File: config.mk
export PLATFORM = sky130hd
export DESIGN_NAME = rotary_pixel_fsm
export DESIGN_NICKNAME = d
export VERILOG_FILES = /design/src/rtl/rotary_pkg.sv /design/src/rtl/rotary_pos_counter.sv /design/src/rtl/rotary_pixel_fsm.sv
export SDC_FILE = /design/constraint.sdc
export NUM_CORES = 1
export LEC_CHECK = 0
export BUFFER_PORTS_ARGS = -buffer_cell sky130_fd_sc_hd__buf_2
export CORE_ASPECT_RATIO = 0.8
export CORE_MARGIN = 2
export CORE_UTILIZATION = 35
export CTS_CLUSTER_DIAMETER = 80
export DETAILED_ROUTE_END_ITERATION = 12
export PLACE_DENSITY = 0.52
export SYNTH_ARGS = -nofsm -noshare
export SYNTH_HDL_FRONTEND = slang
export SYNTH_SLANG_ARGS = --single-unit
File: constraint.sdc
create_clock -name clk -period 1.9 [get_ports clk]
set_input_delay 0.095 -clock clk [delete_from_list [all_inputs] [get_ports clk]]
set_output_delay 0.095 -clock clk [all_outputs]
set_load 0.05 [all_outputs]
File: src/rtl/rotary_pkg.sv
// Shared types for the rotary position/pixel stage: FSM states, the GRB word type and the tail dimmer.
package rotary_pkg;

  typedef enum logic [1:0] {
    ST_IDLE  = 2'd0,
    ST_SEND  = 2'd1,
    ST_LATCH = 2'd2
  } state_t;

  typedef logic [23:0] grb_t;

  localparam grb_t COLOR_OFF = 24'h00_00_00;

  // Quarter brightness: each colour byte shifted right by two.
  function automatic grb_t dim4(input grb_t c);
    return {2'b00, c[23:18], 2'b00, c[15:10], 2'b00, c[7:2]};
  endfunction

endpackage

File: src/rtl/rotary_pos_counter.sv
// Modulo-NUM_LEDS up/down position register with the frame-request (dirty) flag.
// Latency: a strobe in cycle t shows on pos/dirty after edge t+1.
// Backpressure: none; strobes are always absorbed, a set of dirty beats a same-cycle clear.
module rotary_pos_counter
  import rotary_pkg::*;
#(
  parameter int NUM_LEDS = 8,
  parameter int IDX_W    = $clog2(NUM_LEDS)
) (
  input  logic             clk,
  input  logic             rst_n,
  input  logic             pulse_up,
  input  logic             pulse_down,
  input  logic             dirty_clr,
  output logic [IDX_W-1:0] pos,
  output logic             dirty
);

  localparam logic [IDX_W-1:0] LAST_IDX = IDX_W'(NUM_LEDS - 1);

  logic step_up;
  logic step_dn;

  // Simultaneous strobes cancel: no move and no new frame.
  assign step_up = pulse_up & ~pulse_down;
  assign step_dn = pulse_down & ~pulse_up;

  always_ff @(posedge clk) begin
    if (!rst_n) begin
      pos   <= '0;
      dirty <= 1'b1;
    end else begin
      if (step_up) begin
        pos <= (pos == LAST_IDX) ? '0 : pos + 1'b1;
      end else if (step_dn) begin
        pos <= (pos == '0) ? LAST_IDX : pos - 1'b1;
      end

      if (step_up | step_dn) begin
        dirty <= 1'b1;
      end else if (dirty_clr) begin
        dirty <= 1'b0;
      end
    end
  end

endmodule

File: src/rtl/rotary_pixel_fsm.sv
// Streams one GRB frame per position change to the WS2812 serializer, then holds the latch gap (tail pixels: ROTARY_TAIL_EN).
// Latency: strobe in cycle t -> first pixel valid after edge t+2; NUM_LEDS words, LATCH_CYC gap, 1 idle cycle.
// Backpressure: pix_data/pix_last held while pix_valid & !pix_ready; strobes keep updating pos during a frame.
module rotary_pixel_fsm
  import rotary_pkg::*;
#(
  parameter int          NUM_LEDS  = 8,
  parameter int          IDX_W     = $clog2(NUM_LEDS),
  parameter logic [23:0] ON_COLOR  = 24'h10_00_20,
  parameter int          LATCH_CYC = 5000
) (
  input  logic             clk,
  input  logic             rst_n,
  input  logic             pulse_up,
  input  logic             pulse_down,
  output logic [23:0]      pix_data,
  output logic             pix_valid,
  output logic             pix_last,
  input  logic             pix_ready,
  output logic [IDX_W-1:0] pos,
  output logic             busy
);

  localparam int               CNT_W    = $clog2(LATCH_CYC + 1);
  localparam logic [IDX_W-1:0] LAST_IDX = IDX_W'(NUM_LEDS - 1);
  localparam logic [CNT_W-1:0] CNT_END  = CNT_W'(LATCH_CYC - 1);

  state_t           state;
  state_t           state_nxt;
  logic [IDX_W-1:0] snap;
  logic [IDX_W-1:0] snap_nxt;
  logic [IDX_W-1:0] idx;
  logic [IDX_W-1:0] idx_nxt;
  logic [IDX_W-1:0] idx_inc;
  logic [CNT_W-1:0] cnt;
  logic [CNT_W-1:0] cnt_nxt;
  grb_t             pix_data_nxt;
  logic             pix_valid_nxt;
  logic             pix_last_nxt;
  logic             dirty;
  logic             frame_start;
  logic             accept;

  assign accept      = pix_valid & pix_ready;
  assign frame_start = (state == ST_IDLE) & dirty;
  assign idx_inc     = idx + 1'b1;
  assign busy        = (state != ST_IDLE);

  rotary_pos_counter #(
    .NUM_LEDS (NUM_LEDS),
    .IDX_W    (IDX_W)
  ) u_pos (
    .clk        (clk),
    .rst_n      (rst_n),
    .pulse_up   (pulse_up),
    .pulse_down (pulse_down),
    .dirty_clr  (frame_start),
    .pos        (pos),
    .dirty      (dirty)
  );

  function automatic grb_t pixel_word(input logic [IDX_W-1:0] i, input logic [IDX_W-1:0] s);
`ifdef ROTARY_TAIL_EN
    logic [IDX_W-1:0] s_prev;
    logic [IDX_W-1:0] s_next;
    s_prev = (s == '0) ? LAST_IDX : s - 1'b1;
    s_next = (s == LAST_IDX) ? '0 : s + 1'b1;
    if (i == s) return ON_COLOR;
    if ((i == s_prev) || (i == s_next)) return dim4(ON_COLOR);
    return COLOR_OFF;
`else
    return (i == s) ? ON_COLOR : COLOR_OFF;
`endif
  endfunction

  always_ff @(posedge clk) begin
    if (!rst_n) begin
      state     <= ST_IDLE;
      snap      <= '0;
      idx       <= '0;
      cnt       <= '0;
      pix_valid <= 1'b0;
      pix_data  <= COLOR_OFF;
      pix_last  <= 1'b0;
    end else begin
      state     <= state_nxt;
      snap      <= snap_nxt;
      idx       <= idx_nxt;
      cnt       <= cnt_nxt;
      pix_valid <= pix_valid_nxt;
      pix_data  <= pix_data_nxt;
      pix_last  <= pix_last_nxt;
    end
  end

  always_comb begin
    state_nxt = state;
    case (state)
      ST_IDLE:  if (dirty) state_nxt = ST_SEND;
      ST_SEND:  if (accept && pix_last) state_nxt = ST_LATCH;
      ST_LATCH: if (cnt == CNT_END) state_nxt = ST_IDLE;
      default:  state_nxt = ST_IDLE;
    endcase
  end

  // Output words are registered, so each branch prepares the word visible after the edge.
  always_comb begin
    snap_nxt      = snap;
    idx_nxt       = idx;
    cnt_nxt       = cnt;
    pix_valid_nxt = pix_valid;
    pix_data_nxt  = pix_data;
    pix_last_nxt  = pix_last;
    case (state)
      ST_IDLE: begin
        if (dirty) begin
          snap_nxt      = pos;
          idx_nxt       = '0;
          pix_valid_nxt = 1'b1;
          pix_data_nxt  = pixel_word('0, pos);
          pix_last_nxt  = 1'b0;
        end
      end
      ST_SEND: begin
        if (accept) begin
          if (pix_last) begin
            pix_valid_nxt = 1'b0;
            pix_data_nxt  = COLOR_OFF;
            pix_last_nxt  = 1'b0;
            cnt_nxt       = '0;
          end else begin
            idx_nxt      = idx_inc;
            pix_data_nxt = pixel_word(idx_inc, snap);
            pix_last_nxt = (idx_inc == LAST_IDX);
          end
        end
      end
      ST_LATCH: begin
        cnt_nxt = cnt + 1'b1;
      end
      default: begin
        pix_valid_nxt = 1'b0;
      end
    endcase
  end

endmodule

==> flow_summary.toml, run 1 <==
[global_routing]
grt_pass1_vias = 1123
grt_usage = 0.136
grt_max_degree = 15
gr-total-overflow = 0
antenna_found_initial = 0
grt_first_pass_wirelength_mm = 5.53

[run]
maxCapViolCount = 0

[setup_path]
worst_setup_path_end_kind = "flop"
critPathMaxFanout = 4
worst_path_most_repeated_cell = "nand3_1"
reg2reg_to = "cnt[8]$_SDFFE_PN0P_"
cp_slowest_stage_delay_ps = 400
r2r_slack_ps = 320
r2r-start = "cnt[0]$_SDFFE_PN0P_"
critical_path_class = "flop to flop"
reg2regPathDepth = 5
cp.required_ps = 2120
crit_slowest_cell = "or4_1"
crit_family = "simple AND/OR/NAND/NOR gates"
path_buf_inv = 0
cp_cell_sequence = "ha_1, nand3_1, or2_1, or4_1, nand3_1"
start_kind = "flop"
critical_path_arrival_ps = 1800

[power_and_ir_drop]
total_power_mw = 1.26
ir_worst_vdd_v = 0.000325
p_per_area_mw_per_mm2 = 728
cellLeakagePower_nw = 0.768

[cts]
cts_root_buf = "clkbuf_8"
post_cts_resize_count = 0
cts_max_path_buffers = 2
hold_buffers = 0
cts_sinks = 28
post_cts_buffers = 0
cts.reportedPaths.clkPinSlew_ps = 90
cts_tree = "yes"
numCtsBuffers = 3
cts_htree_levels = 1
insertion_delay_ps = 270

[place]
place_ws_ps = 322
gp_congestion = 0.813
dp.cells = 272
post-dp-hpwl_mm = 2.43
portBuffers = 12

[die]
die_w_um = 81.0
die_y_um = 65.6
core-area_mm2 = 0.00457
rows = 22
die_area_mm2 = 0.00531
ios = 35
start_util = 0.363

[route]
wl_met3_um = 136
drcViolationCount = 0
routedWlPerCell_um = 11.7
wl_met2_mm = 1.24
vias = 1294
vias_per_cell = 4.71
antenna_left = 0
postRouteWirelength_mm = 3.20
drt_first_iter_violations = 61
highest-signal-layer = "met4"
dr.pass1.iters = 4
wl_met1_mm = 1.78

[sta]
drv_slew = 0
hold_viol = 0
fin_crit_sh = 0.833
fin_ws_ps = 317
setup_viol = 0
min_period_ps = 1580
grt_setup_unrepaired = "no"
tns_ps = 0
clock_skew_ps = 8.28
fmax_mhz = 632

[finish]
syn_to_final_growth_pct = 4.60
fillCellCount = 517
drive_above_1_share = 0.0977
fin_nets = 230
diodes = 0
final_cells = 275
utilization = 0.380

[synth]
synth_top_area_share = 0.338
avgSynthCellArea_um2 = 8.05
ys_ff_latch = 28
synthTopCellsByArea = "dfxtp_1, buf_4, ha_1"
yosysWarningCount = 0
synth_area_mm2 = 0.00166
synthFlopType = "dfxtp_1"
synthArstFlopShare = 0
synthDistinctLibCells = 40
yosysMostFrequentCell = "dfxtp_1"
synth_cells = 206
yosysTopAreaCell = "dfxtp_1"
ys_seq_area_frac = 0.338
synth_edf_count = 0
synth_commonest_cells = "dfxtp_1, nor2_1, buf_4"

[min_path]
hold_path_class = "primary input to flop"
min_from = "rst_n"
hold_end = "pix_last$_SDFFE_PN0P_"
hold_path_depth = 3

[run_status]
status = "finished clean"
-- worst reg2reg max path, stage by stage, from the launching register on --
cell	delay (ps)
dfxtp_1	380
ha_1	240
nand3_1	140
or2_1	280
or4_1	400
nand3_1	90
-- power breakdown --
part | leakage, nW | total (mW) | switching, mW | internal (mW)
logic | 0.519 | 0.314 | 0.241 | 0.0735
clock network | 0.0216 | 0.315 | 0.173 | 0.142
registers | 0.228 | 0.635 | 0.0253 | 0.609
total | 0.768 | 1.26 | 0.439 | 0.825
-- metrics by stage --
| step | hold slack [ps] | instance area (um^2) |
|---|---|---|
| after floorplan | 246 | 1740 |
| after global placement | 457 | 1690 |
| after detailed placement | 456 | 1690 |
| after CTS | 163 | 1740 |
| after global routing | 202 | 1740 |
| final | 167 | 1740 |
-- placed cells by master (no fill, tap or decap), drive strengths merged --
| cell type | n |
|---|---|
| a2111oi | 1 |
| a211oi | 3 |
| a21oi | 12 |
| a221o | 1 |
| a311oi | 1 |
| a31oi | 3 |
| and3 | 2 |
| and4b | 2 |
| buf | 15 |
| clkbuf | 3 |
| conb | 22 |
| dfxtp | 28 |
| ha | 8 |
| inv | 10 |
| mux2i | 8 |
| nand2 | 16 |
| nand2b | 5 |
| nand3 | 10 |
| nand4 | 7 |
| nor2 | 26 |
| nor2b | 3 |
| nor3 | 3 |
| nor4 | 1 |
| nor4b | 1 |
| o2111ai | 1 |
| o211ai | 2 |
| o21a | 1 |
| o21ai | 6 |
| o22ai | 1 |
| o32ai | 1 |
| o41ai | 1 |
| or2 | 2 |
| or4 | 1 |
| xnor2 | 3 |
| xor2 | 5 |
-- worst max-delay path by stage --
stage	startpoint	to	slack (ps)	cells past startpoint
after CTS	cnt[0]$_SDFFE_PN0P_	cnt[8]$_SDFFE_PN0P_	310	5
final	cnt[0]$_SDFFE_PN0P_	cnt[8]$_SDFFE_PN0P_	320	5
after global placement	cnt[0]$_SDFFE_PN0P_	cnt[8]$_SDFFE_PN0P_	350	5
after detailed placement	cnt[0]$_SDFFE_PN0P_	cnt[8]$_SDFFE_PN0P_	320	5
after floorplan	u_pos.pos[0]$_SDFFE_PN0P_	pix_data[5]$_SDFFE_PN0P_	150	6
after global routing	state[1]$_SDFFE_PN0P_	cnt[8]$_SDFFE_PN0P_	220	3
-- area by class of cell --
| class | instances | area, um^2 | share of cell area |
|---|---|---|---|
| multi-input combinational | 159 | 938 | 0.541 |
| sequential | 28 | 561 | 0.323 |
| tap | 60 | 75.1 | 0.0433 |
| timing repair buffer | 15 | 82.6 | 0.0476 |
| clock buffer | 3 | 41.3 | 0.0238 |
| inverter | 10 | 37.5 | 0.0216 |
-- flip-flops by register name (all words and copies together) (netlist names) --
name         flops
cnt             13
idx              3
pix_data         1
pix_last         1
pix_valid        1
snap             3
state            2
u_pos.dirty      1
u_pos.pos        3
-- kinds of logic after synthesis --
family	share of synthesized area
AND/OR/NAND/NOR	0.236
buffers and inverters	0.144
AO/OA/AOI/OAI	0.129
flip-flops	0.338
adder cells (fa/ha/maj)	0.0603
XOR/XNOR	0.0422
multiplexers	0.0483
other	0.00226
-- routing by layer --
| layer | vias to the layer above | global-route usage |
|---|---|---|
| met5 | - | 0 |
| met4 | 0 | 0.0445 |
| met3 | 4 | 0.0343 |
| met2 | 34 | 0.178 |
| met1 | 557 | 0.212 |
| li1 | 699 | - |
Power figures use the tool's default switching activity.
==> inputs of run 2 (changes only) <==
Settings changed: PLACE_DENSITY 0.52 to 0.54.
Clock period 1.9 ns to 1.3 ns, I/O delays scaled along.
==> flow_summary.toml, run 2 (synthesized netlist as in run 1, its figures left out) <==
[run_status]
status = "complete, but fails checks"
violations = "negative setup slack"

[global_routing]
grt_max_degree = 16
grt_pass1_vias = 1379
gr-total-overflow = 0
grt_usage = 0.152
antenna_found_initial = 0
grt_first_pass_wirelength_mm = 6.29

[sta]
hold_viol = 0
drv_slew = 0
min_period_ps = 1350
fmax_mhz = 742
fin_crit_sh = 1.04
grt_setup_unrepaired = "yes"
clock_skew_ps = 2.37
fin_ws_ps = -48.4
setup_viol = 1

[power_and_ir_drop]
seq_power_share = 0.472
total_power_mw = 1.96
pwr-share-clk = 0.252
switchingPower_mw = 0.706
cellLeakagePower_nw = 0.927
swShare = 0.360
p_per_area_mw_per_mm2 = 920
p_comb_frac = 0.276
ir_worst_vdd_v = 0.000471
p_int_mw = 1.26

[finish]
diodes = 0
largest_reg_flops = 13
drive_above_1_share = 0.354
mostFrequentLayoutCell = "buf_4"
top_register = "cnt"
utilization = 0.467
fin_nets = 257
syn_to_final_growth_pct = 28.7
mostFrequentLayoutCells = "buf_4, nor2_1, conb_1, nand2_1, dfxtp_1"

[setup_path]
critPathLaunch = "cnt[1]$_SDFFE_PN0P_"
start_kind = "flop"
critical_path_arrival_ps = 1570
r2r-start = "cnt[1]$_SDFFE_PN0P_"
worst_setup_path_end_kind = "flop"
critical_path_class = "flop to flop"
cp.required_ps = 1520
critPathMaxFanout = 3

[cts]
cts_max_path_buffers = 2
cts.reportedPaths.clkPinSlew_ps = 100
cts_root_buf = "clkbuf_8"
insertion_delay_ps = 270
hold_buffers = 0
cts_sinks = 28
numCtsBuffers = 3
cts_htree_levels = 1
cts_tree = "yes"

[route]
vias_per_cell = 4.78
wl_met2_mm = 1.68
drt_first_iter_violations = 72
routedWlPerCell_um = 12.7
vias = 1448
wl_met1_mm = 2.00
dr.pass1.iters = 4
drcViolationCount = 0
wl_met3_um = 124
antenna_left = 0
highest-signal-layer = "met4"
postRouteWirelength_mm = 3.83

[run]
maxCapViolCount = 0

[die]
ios = 35
rows = 22
die_area_mm2 = 0.00531
die_w_um = 81.0
start_util = 0.363
die_y_um = 65.6
core-area_mm2 = 0.00457

[min_path]
min_from = "rst_n"
hold_path_class = "primary input to flop"

[place]
post-dp-hpwl_mm = 2.72
portBuffers = 12
gp_congestion = 0.813
[run 2: final cells by class]
class | instances | area [um^2]
multi-input combinational | 159 | 1080
clock buffer | 3 | 41.3
inverter | 10 | 42.5
tap | 60 | 75.1
clock inverter | 1 | 3.75
sequential | 28 | 596
timing repair buffer | 42 | 295
fill | 464 | 2430
[run 2: path summary, 6_finish.rpt]
path | end | slack, ps | cells after the start
worst max-delay path | cnt[8]$_SDFFE_PN0P_ | -50 | 5
worst min-delay path | pix_last$_SDFFE_PN0P_ | 180 | 3
worst max register to register | cnt[8]$_SDFFE_PN0P_ | -50 | 5
worst min register to register | cnt[12]$_SDFFE_PN0P_ | 480 | 2
[run 2: worst max-delay path, cell delays in order (launching register included)]
cell	delay [ps]
dfxtp_2	370
ha_4	140
nand3_2	80
or2_4	240
or4_1	400
nand3_1	80
[run 2: power by group through the flow]
stage / logic, mW / registers (mW) / clock network, mW
after floorplan: 0.399 / 1.01 / 0
final: 0.542 / 0.928 / 0.494
after CTS: 0.524 / 0.931 / 0.501
after global placement: 0.502 / 0.950 / 0
after detailed placement: 0.510 / 0.951 / 0
after global routing: 0.591 / 0.936 / 0.553
[run 2: routing by layer]
| metal | up-vias | GRT usage |
|---|---|---|
| li1 | 739 | - |
| met3 | 4 | 0.0206 |
| met1 | 671 | 0.217 |
| met4 | 0 | 0.0572 |
| met2 | 34 | 0.232 |
| met5 | - | 0 |
[run 2: per-stage QoR]
step                      setup TNS (ps)  hold WS, ps  cell area [um^2]  std cells  worst slack, ps
after CTS                          -51.3          171              2050        303            -44.3
after floorplan                    -51.9          216              1800        227            -45.3
after global routing                -190          200              2140        303             -108
after detailed placement            -105          459              1950        298            -55.8
after global placement             -30.6          463              1950        298            -21.2
final                              -48.4          177              2140        303            -48.4
[run 2: timing repair]
| item | in CTS | in global routing |
|---|---|---|
| resized for setup | 13 | 24 |
| buffers inserted | 1 | 1 |
| endpoints found under the setup margin | 6 | 14 |
| pin swaps | 3 | 4 |
| hold endpoints to repair | 0 | 0 |
==> inputs of run 3 (changes only) <==
Settings changed: ABC_AREA set to 1.
==> flow_summary.toml, run 3 <==
[sta]
drv_slew = 0
fmax_mhz = 822
grt_setup_unrepaired = "yes"
fin_crit_sh = 0.936
tns_ps = 0
min_period_ps = 1220
clock_skew_ps = 2.24
setup_viol = 0
hold_viol = 0

[global_routing]
grt_usage = 0.137
grt_pass1_vias = 1428
grt_first_pass_wirelength_mm = 6.42
gr-total-overflow = 0
grt_max_degree = 18
antenna_found_initial = 0

[setup_path]
critPathMaxFanout = 3
critical_path_arrival_ps = 1400
critical_path_class = "flop to flop"
cp.required_ps = 1480
r2r_slack_ps = 80
worst_setup_path_end_kind = "flop"
start_kind = "flop"
r2r-start = "idx[0]$_SDFFE_PN0P_"
reg2regPathDepth = 8
reg2reg_to = "pix_data[5]$_SDFFE_PN0P_"

[route]
antenna_left = 0
routedWlPerCell_um = 10.9
vias_per_cell = 4.68
drt_first_iter_violations = 113
vias = 1694
dr.pass1.iters = 4
postRouteWirelength_mm = 3.96
drcViolationCount = 0

[synth]
avgSynthCellArea_um2 = 6.59
synthFlopType = "dfxtp_1"
synthArstFlopShare = 0
synthDistinctLibCells = 26
yosysMostFrequentCell = "nand2_1"
yosysTopAreaCell = "dfxtp_1"
synth_commonest_cells = "nand2_1, inv_1, dfxtp_1"
synth_area_mm2 = 0.00183
ys_seq_area_frac = 0.306
synth_edf_count = 0
synth_cells = 278
ys_ff_latch = 28
synth_top_area_share = 0.306
synthTopCellsByArea = "dfxtp_1, nand2_1, buf_4"
yosysWarningCount = 0

[power_and_ir_drop]
ir_worst_vdd_v = 0.000492
swShare = 0.363
switchingPower_mw = 0.874
p_int_mw = 1.53
cellLeakagePower_nw = 0.995
p_per_area_mw_per_mm2 = 1160
p_comb_frac = 0.298
seq_power_share = 0.410
pwr-share-clk = 0.292
total_power_mw = 2.40

[run]
maxCapViolCount = 0

[min_path]
hold_path_class = "primary input to flop"
hold_end = "u_pos.dirty$_SDFFE_PP1P_"
min_from = "rst_n"
hold_path_depth = 3

[run_status]
status = "finished clean"

[place]
post-dp-hpwl_mm = 2.78
dp.cells = 354
portBuffers = 12
gp_congestion = 0.856

[finish]
fin_nets = 314
final_cells = 362
seqCellArea_um2 = 579
utilization = 0.413
largest_reg_flops = 13
drive_above_1_share = 0.220
mostFrequentLayoutCells = "nand2_1, inv_1, nand3_1, conb_1, nor2_1"
diodes = 0
top_register = "cnt"
multiInputGateArea_mm2 = 0.00103
fillCellCount = 515
syn_to_final_growth_pct = 13.5
mostFrequentLayoutCell = "nand2_1"

[cts]
cts.reportedPaths.clkPinSlew_ps = 100
cts_root_buf = "clkbuf_8"
cts_max_path_buffers = 2
cts_htree_levels = 1
numCtsBuffers = 3
insertion_delay_ps = 280
cts_tree = "yes"
cts_sinks = 28

[die]
start_util = 0.364
core-area_mm2 = 0.00504
die_y_um = 68.7
ios = 35
rows = 23
die_area_mm2 = 0.00583
die_w_um = 84.9
[run 3: metal layers]
layer,GRT usage,routed length (um)
met5,0,0
met1,0.184,2050
met4,0.0357,38
met2,0.230,1690
met3,0.0250,191
[run 3: timing repair]
item	in CTS	in global routing
hold buffers	0	0
buffers inserted	0	3
gates resized for setup	0	22
setup endpoints to repair	0	13
[run 3: through the flow]
| stage | setup WS (ps) | hold slack, ps | area [um^2] |
|---|---|---|---|
| after floorplan | -60.9 | 351 | 1920 |
| after global placement | 58.2 | 464 | 1910 |
| after detailed placement | 50.3 | 464 | 1910 |
| after CTS | 28.5 | 197 | 1980 |
| after global routing | -26.2 | 215 | 2080 |
| final | 82.8 | 203 | 2080 |
[run 3: logic make-up (layout without fill, tap and decap cells)]
group,after synthesis,after routing,synth area share
flip-flops,28,28,0.306
AO/OA/AOI/OAI,40,40,0.113
XOR/XNOR,1,1,0.00478
other,1,22,0.00205
AND/OR/NAND/NOR,131,132,0.321
buffers and inverters,69,69,0.199
adder cells (fa/ha/maj),8,8,0.0546
[run 3: cell type report]
cell class / instances / area share
multi-input combinational: 203 / 0.497
inverter: 41 / 0.0741
sequential: 28 / 0.279
tap: 62 / 0.0373
clock buffer: 3 / 0.0199
timing repair buffer: 24 / 0.0783
clock inverter: 1 / 0.0144
[run 3: worst max-delay path: stages, from the launching register on]
cell and delay (ps):
dfxtp_2 340, buf_4 140, ha_1 230, nand2_1 110, nand3_1 90, nand2_1 60, nor2_1 40, nor2_1 80
nor2_1 40
[run 3: worst max-delay path by stage]
stage                               from  depth (start not counted)                        end  slack, ps
2_1_floorplan  u_pos.pos[1]$_SDFFE_PN0P_                          6  u_pos.pos[2]$_SDFFE_PN0P_        -60
3_5_place_dp         cnt[0]$_SDFFE_PN0P_                          8       cnt[12]$_SDFFE_PN0P_         50
4_1_cts              idx[0]$_SDFFE_PN0P_                          9   pix_data[5]$_SDFFE_PN0P_         30
5_1_grt              cnt[0]$_SDFFE_PN0P_                          8       cnt[12]$_SDFFE_PN0P_        -30
3_3_place_gp   u_pos.pos[0]$_SDFFE_PN0P_                          6  u_pos.pos[2]$_SDFFE_PN0P_         60
6_report             idx[0]$_SDFFE_PN0P_                          8   pix_data[5]$_SDFFE_PN0P_         80
[run 3: power groups by stage]
stage	logic (mW)	registers, mW	clock network (mW)
CTS	0.682	0.978	0.739
global route	0.793	0.998	0.765
global placement	0.681	0.995	0
floorplan	0.524	1.08	0
finish	0.717	0.987	0.701
detailed placement	0.680	0.998	0
